### config.mk
export PLATFORM = sky130hd
export DESIGN_NAME = onset_bpm_estimator
export DESIGN_NICKNAME = d
export VERILOG_FILES = /design/src/rtl/onset_bpm_estimator.sv
export SDC_FILE = /design/constraint.sdc
export NUM_CORES = 1
export LEC_CHECK = 0
export ABC_AREA = 1
export BUFFER_PORTS_ARGS = -buffer_cell sky130_fd_sc_hd__buf_2
export CAP_MARGIN = 5
export CORE_ASPECT_RATIO = 1.25
export CORE_MARGIN = 2
export CORE_UTILIZATION = 29
export DETAILED_ROUTE_END_ITERATION = 7
export PLACE_DENSITY = 0.53
export SYNTH_ARGS = -nofsm -noshare
export SYNTH_HDL_FRONTEND = slang
export SYNTH_SLANG_ARGS = --single-unit
### constraint.sdc
create_clock -name clk -period 2.9 [get_ports clk]
set_input_delay 0.145 -clock clk [delete_from_list [all_inputs] [get_ports clk]]
set_output_delay 0.145 -clock clk [all_outputs]
set_load 0.005 [all_outputs]
### src/rtl/onset_bpm_estimator.sv
// Onset-to-BPM estimator.
// Measures the interval between accepted onset rising edges in milliseconds,
// keeps the last up-to-4 plausible intervals and converts their mean into
// beats-per-minute with a sequential restoring divider:
//   bpm = floor(60000 * fill / sum(history))
//
// state   | meaning
// --------+--------------------------------------------------------------
// IDLE    | no reference onset yet; first edge starts the interval timer
// MEASURE | timing the current interval; accept, ignore or time out
// DIVIDE  | history updated; one load cycle then 18 quotient-bit cycles
module onset_bpm_estimator #(
  parameter int CLK_FREQ        = 50_000_000,
  parameter int MIN_INTERVAL_MS = 250,
  parameter int MAX_INTERVAL_MS = 1500,
  parameter int BPM_WIDTH       = 16
) (
  input  logic                 clk,
  input  logic                 reset,
  input  logic                 onset,
  output logic [BPM_WIDTH-1:0] bpm,
  output logic                 bpm_valid,
  output logic                 beat,
  output logic                 locked
);

  localparam int PRE_MAX = CLK_FREQ / 1000 - 1;
  localparam int PRE_W   = (PRE_MAX > 0) ? $clog2(PRE_MAX + 1) : 1;
  localparam int MS_W    = $clog2(MAX_INTERVAL_MS + 1);
  localparam int SUM_W   = 15;
  localparam int DVD_W   = 18;
  localparam int REM_W   = SUM_W + 1;
  localparam int EXT_W   = (DVD_W > BPM_WIDTH) ? DVD_W : BPM_WIDTH;

  localparam logic [PRE_W-1:0] PRE_LAST = PRE_W'(PRE_MAX);
  localparam logic [MS_W-1:0]  MIN_MS   = MS_W'(MIN_INTERVAL_MS);
  localparam logic [MS_W-1:0]  MAX_MS   = MS_W'(MAX_INTERVAL_MS);
  localparam logic [EXT_W-1:0] BPM_MAX  = EXT_W'({BPM_WIDTH{1'b1}});

  typedef enum logic [1:0] {IDLE, MEASURE, DIVIDE} state_t;

  state_t            state;
  logic              onset_q;
  logic [PRE_W-1:0]  prescaler;
  logic [MS_W-1:0]   ms_cnt;
  logic [MS_W-1:0]   hist [4];
  logic [2:0]        fill;
  logic              div_load;
  logic [4:0]        iter;
  logic [REM_W-1:0]  rem;
  logic [DVD_W-1:0]  quo;
  logic [SUM_W-1:0]  divisor;

  logic              evt;
  logic              tick;
  logic              ms_at_max;
  logic              start;
  logic              accept;
  logic              timer_clr;
  logic [SUM_W-1:0]  sum;
  logic [DVD_W-1:0]  dividend;
  logic [REM_W-1:0]  rem_sh;
  logic              rem_ge;
  logic [EXT_W-1:0]  quo_ext;
  logic [BPM_WIDTH-1:0] bpm_next;

  // Event decode and timer-clear decisions for the current cycle.
  always_comb begin
    evt       = onset & ~onset_q;
    tick      = (prescaler == PRE_LAST);
    ms_at_max = (ms_cnt == MAX_MS);
    start     = evt && ((state == IDLE) || ((state == MEASURE) && ms_at_max));
    accept    = evt && (state == MEASURE) && !ms_at_max && (ms_cnt >= MIN_MS);
    timer_clr = start | accept;
  end

  // History sum, dividend select, divider step and output saturation.
  always_comb begin
    sum = '0;
    for (int i = 0; i < 4; i++) begin
      sum = sum + SUM_W'(hist[i]);
    end
    case (fill)
      3'd1:    dividend = 18'd60000;
      3'd2:    dividend = 18'd120000;
      3'd3:    dividend = 18'd180000;
      default: dividend = 18'd240000;
    endcase
    rem_sh  = {rem[REM_W-2:0], quo[DVD_W-1]};
    rem_ge  = (rem_sh >= {1'b0, divisor});
    quo_ext = EXT_W'(quo);
    if (quo_ext > BPM_MAX) begin
      bpm_next = {BPM_WIDTH{1'b1}};
    end else begin
      bpm_next = quo_ext[BPM_WIDTH-1:0];
    end
  end

  // Millisecond timer: prescaler tick, saturating ms count, cleared on accepted events.
  always_ff @(posedge clk or negedge reset) begin
    if (!reset) begin
      prescaler <= '0;
      ms_cnt    <= '0;
    end else if (timer_clr) begin
      prescaler <= '0;
      ms_cnt    <= '0;
    end else if (tick) begin
      prescaler <= '0;
      if (!ms_at_max) ms_cnt <= ms_cnt + 1'b1;
    end else begin
      prescaler <= prescaler + 1'b1;
    end
  end

  // Control FSM with history, divider and registered outputs.
  always_ff @(posedge clk or negedge reset) begin
    if (!reset) begin
      state     <= IDLE;
      onset_q   <= 1'b0;
      for (int i = 0; i < 4; i++) hist[i] <= '0;
      fill      <= '0;
      div_load  <= 1'b0;
      iter      <= '0;
      rem       <= '0;
      quo       <= '0;
      divisor   <= '0;
      bpm       <= '0;
      bpm_valid <= 1'b0;
      beat      <= 1'b0;
      locked    <= 1'b0;
    end else begin
      onset_q   <= onset;
      beat      <= 1'b0;
      bpm_valid <= 1'b0;
      case (state)
        IDLE: begin
          if (evt) begin
            beat  <= 1'b1;
            state <= MEASURE;
          end
        end
        MEASURE: begin
          if (ms_at_max) begin
            // Loss of lock; an edge landing on the timeout restarts from scratch.
            for (int i = 0; i < 4; i++) hist[i] <= '0;
            fill   <= '0;
            locked <= 1'b0;
            if (evt) begin
              beat  <= 1'b1;
              state <= MEASURE;
            end else begin
              state <= IDLE;
            end
          end else if (accept) begin
            beat    <= 1'b1;
            hist[0] <= ms_cnt;
            for (int i = 1; i < 4; i++) hist[i] <= hist[i-1];
            if (fill != 3'd4) fill <= fill + 1'b1;
            div_load <= 1'b1;
            state    <= DIVIDE;
          end
        end
        DIVIDE: begin
          if (div_load) begin
            // History and fill settled last cycle; snapshot operands.
            div_load <= 1'b0;
            rem      <= '0;
            quo      <= dividend;
            divisor  <= sum;
            iter     <= 5'd18;
          end else if (iter != '0) begin
            rem  <= rem_ge ? (rem_sh - {1'b0, divisor}) : rem_sh;
            quo  <= {quo[DVD_W-2:0], rem_ge};
            iter <= iter - 1'b1;
          end else begin
            bpm       <= bpm_next;
            bpm_valid <= 1'b1;
            locked    <= 1'b1;
            state     <= MEASURE;
          end
        end
        default: state <= IDLE;
      endcase
    end
  end

endmodule

Word-level counts from Yosys, hierarchy flattened. Cells that the tools add are included.

Muxes and demuxes: 40. Equal/unequal tests: 16. Bitwise gates (word level): 5. Shifts and indexed selects: 0. Reduce and logical (&&, ||, !) cells: 23. Div/mod/pow operators: 0. $add $sub $neg: 8. Magnitude comparators: 3. Multiply operators: 0.

Operators by type and width (count): $mux 44 (2); $pmux 18 s3 (1); $mux 16 (3); $mux 15 (3); $mux 18 (2); $mux 11 (3); $gt 18x16->1 const B (1); $add 16x1->16 const B (1); $eq 16x16->1 const B (1); $ge 16x15->1 (1); $sub 15x15->15 (1); $add 13x11->14 (1); $add 12x11->13 (1); $add 11x11->12 (1); $mux 1 (12); $ne 2x2->1 const B (6); $add 11x1->11 const B (1); $eq 11x11->1 const B (1); $ge 11x8->1 const B (1); $mux 2 (5); $mux 5 (2); $reduce_bool 2->1 (5); $mux 3 (3); $reduce_and 3->1 (3); other kinds (20) (34).

Latch bits: 0. ROM bits: 0. Logic and storage cells: 113. Bits in writable memories: 0. Register bits: 150. Memories: 0. Input port bits: 3. Output and inout port bits: 19.

Logic depth before layout (Yosys ltp). Gate-level depths: netlist (run 1).

Depth in word-level cells: 8. Depth in mapped cells: 17. Mapped depth without buffers: 17.

Least setup slack after synthesis (run 1). No wires, ideal clock.

Path kind: reg2reg. Start: reg hist[12] (netlist bit). End: reg divisor[7]. Cell stages (with the launch flop): 17. Path buffers: 0. Setup time: 0.132 ns. Path slack: 0.136 ns. Clock period less this slack: 2.764 ns. Data arrival time: 2.632 ns. Required time: 2.768 ns. Path through: dfrtp_1 inv_1 fa_1 fa_1 inv_1 ha_1 fa_1 nand2_1 nand2_1 nand2_1 nand2_1 nand2_1 nand2_1 nand2_1 nand3_1 nand3_1 o21ai_0.

Word-level cells in the longest chain between the ends: 2.

Ends and longest elaborated chain: start: declaration (line 46) `logic [MS_W-1:0] hist [4];`; $add 12x11->13 (line 81) `sum = sum + SUM_W'(hist[i]);`; $add 13x11->14 (line 81); end signal: assignment (line 169) `divisor <= sum;`; end: declaration (line 52) `logic [SUM_W-1:0] divisor;`.

Every way passes these cells. A chain may end at the register's enable or synchronous reset.

Final worst setup path (run 1).
Start: reg hist[1] (netlist bit). End: reg divisor[7].

Word-level cells in the longest chain between the ends: 1.

Ends and longest elaborated chain (line): $add 13x11->14 (81).

Every way passes these cells.

==> results of run 1 <==
area by class of cell:
type | count | area, um2
multi-input cells | 703 | 4110
fillers | 3150 | 19400
inverters | 204 | 766
clock buffers | 17 | 425
flip-flops and latches | 148 | 3700
clock inverters | 15 | 178
repair buffers | 45 | 322
well taps | 396 | 495
report_power, final:
part	switching [mW]	internal [mW]
registers	0.247	2.44
logic	1.89	1.12
clock network	1.05	1.17
repair_timing:
item	in CTS	in global routing
buffers inserted	0	2
endpoints found under the hold margin	58	0
hold buffers	2	0
setup endpoints to repair	1	5
resized for setup	1	11
pin swaps	1	4
per-stage QoR:
step	total power [mW]	instances	setup slack, ns	hold slack [ns]	TNS [ns]
detailed placement	5.76	1492	-0.0116	0.157	-0.0116
CTS	8.03	1526	0.0362	0.251	0
global route	8.62	1528	-0.0353	0.265	-0.0353
floorplan	4.89	1085	0.136	-0.151	0
global placement	5.73	1492	0.0554	0.151	0
finish	7.92	1528	0.168	0.233	0
path summary, 6_finish.rpt:
check | startpoint | slack, ns | cells past startpoint | endpoint
max | hist[1]$_DFFE_PN0P_ | 0.17 | 16 | divisor[7]$_DFFE_PN0P_
min | reset | 0.23 | 2 | prescaler[15]$_DFF_PN0_
max reg2reg | hist[1]$_DFFE_PN0P_ | 0.17 | 16 | divisor[7]$_DFFE_PN0P_
min reg2reg | bpm[10]$_DFFE_PN0P_ | 0.47 | 2 | bpm[10]$_DFFE_PN0P_
max in group asynchronous | reset | 1.76 | 3 | rem[12]$_DFFE_PN0P_
min in group clk | onset | 0.38 | 2 | onset_q$_DFF_PN0_
cell families (layout without fill, tap and decap cells):
group | after synthesis | after routing | synth area share (%)
buffers and inverters | 234 | 281 | 10.8
adder cells (fa/ha/maj) | 63 | 63 | 11.0
AO/OA/AOI/OAI | 127 | 127 | 8.53
XOR/XNOR | 26 | 26 | 2.61
AND/OR/NAND/NOR | 487 | 487 | 24.5
flip-flops | 148 | 148 | 42.5
layout by cell type (no fill, tap or decap), types with 2 or more instances in the layout:
cell / instances
nor2_4: 2
xor2_1: 18
inv_1: 199
buf_12: 2
dfrtp_1: 148
xnor2_1: 8
ha_2: 2
o221ai_1: 7
nor2_1: 70
nor4_1: 3
clkinv_1: 2
nand2_1: 266
nor3_1: 14
clkbuf_16: 17
fa_1: 22
nand3_2: 4
inv_8: 7
ha_4: 2
a22oi_1: 2
o21ai_0: 46
o211ai_1: 3
ha_1: 36
a21oi_1: 17
nand2_2: 7
inv_2: 3
o22ai_1: 47
clkinv_4: 2
nand3_1: 73
clkinv_8: 3
nand3b_1: 5
nand4_1: 35
dlygate4sd3_1: 2
buf_4: 20
buf_2: 20
and3_1: 2
sequential cells by signal, summed over array words and instances, names as in the netlist, 2 cells and up:
register / cells
fill: 3
quo: 18
rem: 15
divisor: 13
iter: 5
bpm: 16
state: 2
hist: 44
ms_cnt: 11
prescaler: 16
layer usage:
| metal | global-route usage (%) | up-vias | routed length [um] |
|---|---|---|---|
| li1 | - | 3542 | - |
| met1 | 15.6 | 3262 | 8680 |
| met2 | 21.7 | 79 | 9150 |
| met3 | 2.12 | 24 | 448 |
| met4 | 4.21 | 0 | 322 |
| met5 | 0 | - | 0 |
critical path, cell delays in order, from the launching register on:
cell and delay [ns]:
dfrtp_1 0.32, inv_1 0.06, fa_1 0.50, fa_1 0.49, inv_1 0.04, ha_2 0.19, fa_2 0.38, nand2_2 0.08
nand2_1 0.05, nand2_1 0.06, nand2_2 0.07, nand2_2 0.06, nand2_1 0.05, nand2_1 0.07, nand3_1 0.06, nand3_1 0.08
o21ai_1 0.06
==> impl_metrics.toml, run 1 <==
[floorplan]
floorplan.initialDensity_pct = 29.6
core-area_mm2 = 0.0294
die_area_mm2 = 0.0314
ioPinCount = 22
die_w_um = 159
rows = 70
die_y_um = 198

[route]
drt_wl_total_mm = 18.6
wl_per_cell_um = 12.2
first_pass_iters = 4
vias = 6907
postRouteAntennaNets = 0
drc = 0
viasPerCell = 4.52
dr.first_iter.drc_count = 479

[timing]
rsz0062_at_grt = "true"
max_freq_mhz = 366
finalHoldViolations = 0
worst_slew_pin_slew_ns = 0.754
setup_viol = 0
post-route-period-util_pct = 94.2
period_needed_ns = 2.73
max-slew-margin-rel_pct = 49.7
skew_ns = 0.0117
drv_slew = 0

[global_routing]
antenna_found_initial = 0
grt_max_degree = 61
grt_pass1_vias = 6871
grt_usage_pct = 12.4
grt_pass1_wl_mm = 32.4
grt_overflow = 0

[cts]
path_clk_slew_ns = 0.08
cts_sinks = 148
cts-htree-levels = 4
clock_latency_ns = 0.44
cts_tree = "yes"
clockBufferDepth = 2
cts_buffers = 17
clock-root-buffer = "clkbuf_16"

[setup_path]
crit_fanout = 3
startpoint_type = "register"
crit_arrival_ns = 3.04
critPathRequiredTime_ns = 3.21
endpoint_kind = "register"
critical_path_class = "reg -> reg"

[logic_synthesis]
ys_types = 38
synth_edf_count = 0
synth_seq_area_share_pct = 42.5
ys_ff_latch = 148
ys_top_cells_by_count = "nand2_1 (269), inv_1 (200), dfrtp_1 (148), nand3_1 (73), nor2_1 (70)"
synthTopCellsByArea = "dfrtp_1 (43%), nand2_1 (12%), inv_1 (8.6%)"
synth_fp_nets = 1151
synth_ff_type = "dfrtp_1"
synth_most_common_cell = "nand2_1"
synth_area_leader_cell = "dfrtp_1"
ys_warn_count = 0
synthArstFlopShare_pct = 100
netlist_area_mm2 = 0.00871
avgSynthCellArea_um2 = 8.03
synth_top_cell_area_share_pct = 42.5
syn_inst = 1085

[hold_path]
hold_path_class = "in -> async"

[cells_and_area]
finalNetCount = 1185
postLayoutCellArea_mm2 = 0.0100
final_util_pct = 34.0
area_growth_pct = 14.8
drive_above_1_share_pct = 8.92
diodes = 0

[placed_design]
dpl-instance-area_mm2 = 0.00932
io_buffers = 21
dpl.hpwl_mm = 13.7
gp_congestion = 0.831

[pwr]
ir_drop_uv = 367
pwr_density_cell_mw_per_mm2 = 792
p_leak_nw = 4.99

[status]
status = "finished clean"

[flow_run]
maxCapViolations = 0
No activity file was read; power rests on OpenSTA's default activity.
==> run 2, diff against run 1 <==
--- a/config.mk
+++ b/config.mk
@@ -13,6 +13,7 @@
 export CORE_UTILIZATION = 29
 export DETAILED_ROUTE_END_ITERATION = 7
 export PLACE_DENSITY = 0.53
+export REMOVE_ABC_BUFFERS = 1
 export SYNTH_ARGS = -nofsm -noshare
 export SYNTH_HDL_FRONTEND = slang
 export SYNTH_SLANG_ARGS = --single-unit
==> impl_metrics.toml, run 2 (same netlist as run 1, synthesis figures left out) <==
[placed_design]
dpl-instance-area_mm2 = 0.00933
gp_congestion = 0.847
dpl.hpwl_mm = 13.8
dp_cells = 1494
io_buffers = 21

[cells_and_area]
final_common_cell = "nand2_1"
postLayoutCellArea_mm2 = 0.0101
area_growth_pct = 15.7
final_cell_mix = "nand2_1 (264), inv_1 (196), dfrtp_1 (148), nand3_1 (73), nor2_1 (70)"
fill_cells = 3092
fin_cells = 1530
diodes = 0
regMostFlops = "hist"
drive_above_1_share_pct = 9.61
largest_register_ffs = 44
finalNetCount = 1187
top_regs = "hist: 44 flops, quo: 18 flops"

[hold_path]
hold_path_class = "in -> async"

[global_routing]
grt_usage_pct = 12.8
antenna_found_initial = 0
grt_overflow = 0
grt_max_degree = 60
grt_pass1_wl_mm = 33.5
grt_pass1_vias = 7119

[route]
dr.first_iter.drc_count = 321
viasPerCell = 4.55
wl_per_cell_um = 12.4
drt_wl_total_mm = 19.0
drc = 0
first_pass_iters = 6
postRouteAntennaNets = 0
vias = 6954

[setup_path]
cp_top_family = "adder cells"
worstPathCellList = "inv_2 -> fa_1 -> fa_1 -> inv_1 -> ha_2 -> fa_2 -> buf_4 -> buf_4 -> nand3_1 -> nand4_1 -> nand3_1 -> o21ai_0"
critical_path_class = "reg -> reg"
critPathRequiredTime_ns = 3.21
worst_path_max_delay_cell = "fa_1"
crit_fanout = 2
cpPeakStageDelay_ns = 0.49
cp.buffers_inverters = 4
startpoint_type = "register"
crit_arrival_ns = 3.04
r2r_setup_slack_ns = 0.17
endpoint_kind = "register"

[cts]
cts_sinks = 148
clock-root-buffer = "clkbuf_16"
clockBufferDepth = 2
cts_tree = "yes"
cts-htree-levels = 4
clock_latency_ns = 0.43
path_clk_slew_ns = 0.07
cts_buffers = 17

[flow_run]
maxCapViolations = 0

[floorplan]
die_w_um = 159
floorplan.initialDensity_pct = 29.6
ioPinCount = 22
core-area_mm2 = 0.0294
rows = 70
die_y_um = 198
die_area_mm2 = 0.0314

[timing]
rsz0062_at_grt = "true"
setup_viol = 0
max_freq_mhz = 367
drv_slew = 0
skew_ns = 0.0138
max-slew-margin-rel_pct = 62.6
period_needed_ns = 2.73
worst_slew_pin_slew_ns = 0.562
post-route-period-util_pct = 94.0
finalHoldViolations = 0

[pwr]
pwr_density_cell_mw_per_mm2 = 794
p_leak_nw = 5.01
ir_drop_uv = 367

[status]
status = "finished clean"
run 2: changes by cell type in the layout (fill, tap and decap cells not counted), sizes merged:
cell      before  now
bufinv         0    1
inv          211  210
buf           43   45
clkinvlp       1    0
clkinv         7    8
run 2: area by class of cell:
class / instances / area (um2) / share of cell area (%)
Multi-Input combinational cell: 703 / 4150 / 41.2
Sequential cell: 148 / 3700 / 36.8
Inverter: 204 / 766 / 7.60
Tap cell: 396 / 495 / 4.92
Clock buffer: 17 / 425 / 4.22
Timing Repair Buffer: 47 / 337 / 3.34
Clock inverter: 15 / 203 / 2.01
run 2: power breakdown:
part	internal (mW)	total (mW)	switching, mW
Sequential	2.44	2.68	0.245
Clock	1.26	2.33	1.07
Combinational	1.09	3.00	1.90
run 2: worst register-to-register path: stages (launching register included):
cell and delay [ns]:
dfrtp_1 0.38, inv_2 0.06, fa_1 0.42, fa_1 0.49, inv_1 0.05, ha_2 0.19
fa_2 0.37, buf_4 0.14, buf_4 0.13, nand3_1 0.10, nand4_1 0.11, nand3_1 0.09
o21ai_0 0.07
run 2: per-stage QoR:
| stage | setup TNS, ns | setup WS [ns] | util, % | hold WS, ns | total power, mW |
|---|---|---|---|---|---|
| 2_1_floorplan | 0 | 0.114 | - | -0.151 | 4.81 |
| 3_3_place_gp | 0 | 0.0381 | 31.7 | 0.156 | 5.70 |
| 3_5_place_dp | 0 | 0.00950 | 31.7 | 0.160 | 5.73 |
| 4_1_cts | 0 | 0.00939 | 33.9 | 0.255 | 8.11 |
| 5_1_grt | -0.0258 | -0.0162 | 34.2 | 0.289 | 8.71 |
| 6_report | 0 | 0.174 | 34.2 | 0.236 | 8.00 |
run 2: what timing repair did:
| item | CTS | global route |
|---|---|---|
| endpoints found under the hold margin | 58 | 0 |
| setup endpoints to repair | 0 | 5 |
| setup buffers | 0 | 2 |
| hold buffers | 2 | 0 |
| gates resized for setup | 0 | 19 |
run 2: final timing paths:
| path | startpoint | endpoint | depth (start not counted) |
|---|---|---|---|
| max | hist[1]$_DFFE_PN0P_ | divisor[11]$_DFFE_PN0P_ | 12 |
| min | reset | prescaler[15]$_DFF_PN0_ | 2 |
| max reg2reg | hist[1]$_DFFE_PN0P_ | divisor[11]$_DFFE_PN0P_ | 12 |
| min reg2reg | bpm[12]$_DFFE_PN0P_ | bpm[12]$_DFFE_PN0P_ | 2 |
| max in group asynchronous | reset | hist[43]$_DFFE_PN0P_ | 3 |
| min in group clk | onset | onset_q$_DFF_PN0_ | 2 |
run 2: routing by layer:
metal | routed length (um) | track usage (%) | vias to the layer above
met3 | 260 | 2.09 | 24
met1 | 8920 | 15.8 | 3325
met2 | 9530 | 22.9 | 50
met4 | 328 | 4.14 | 0
met5 | 0 | 0 | -
li1 | - | - | 3555
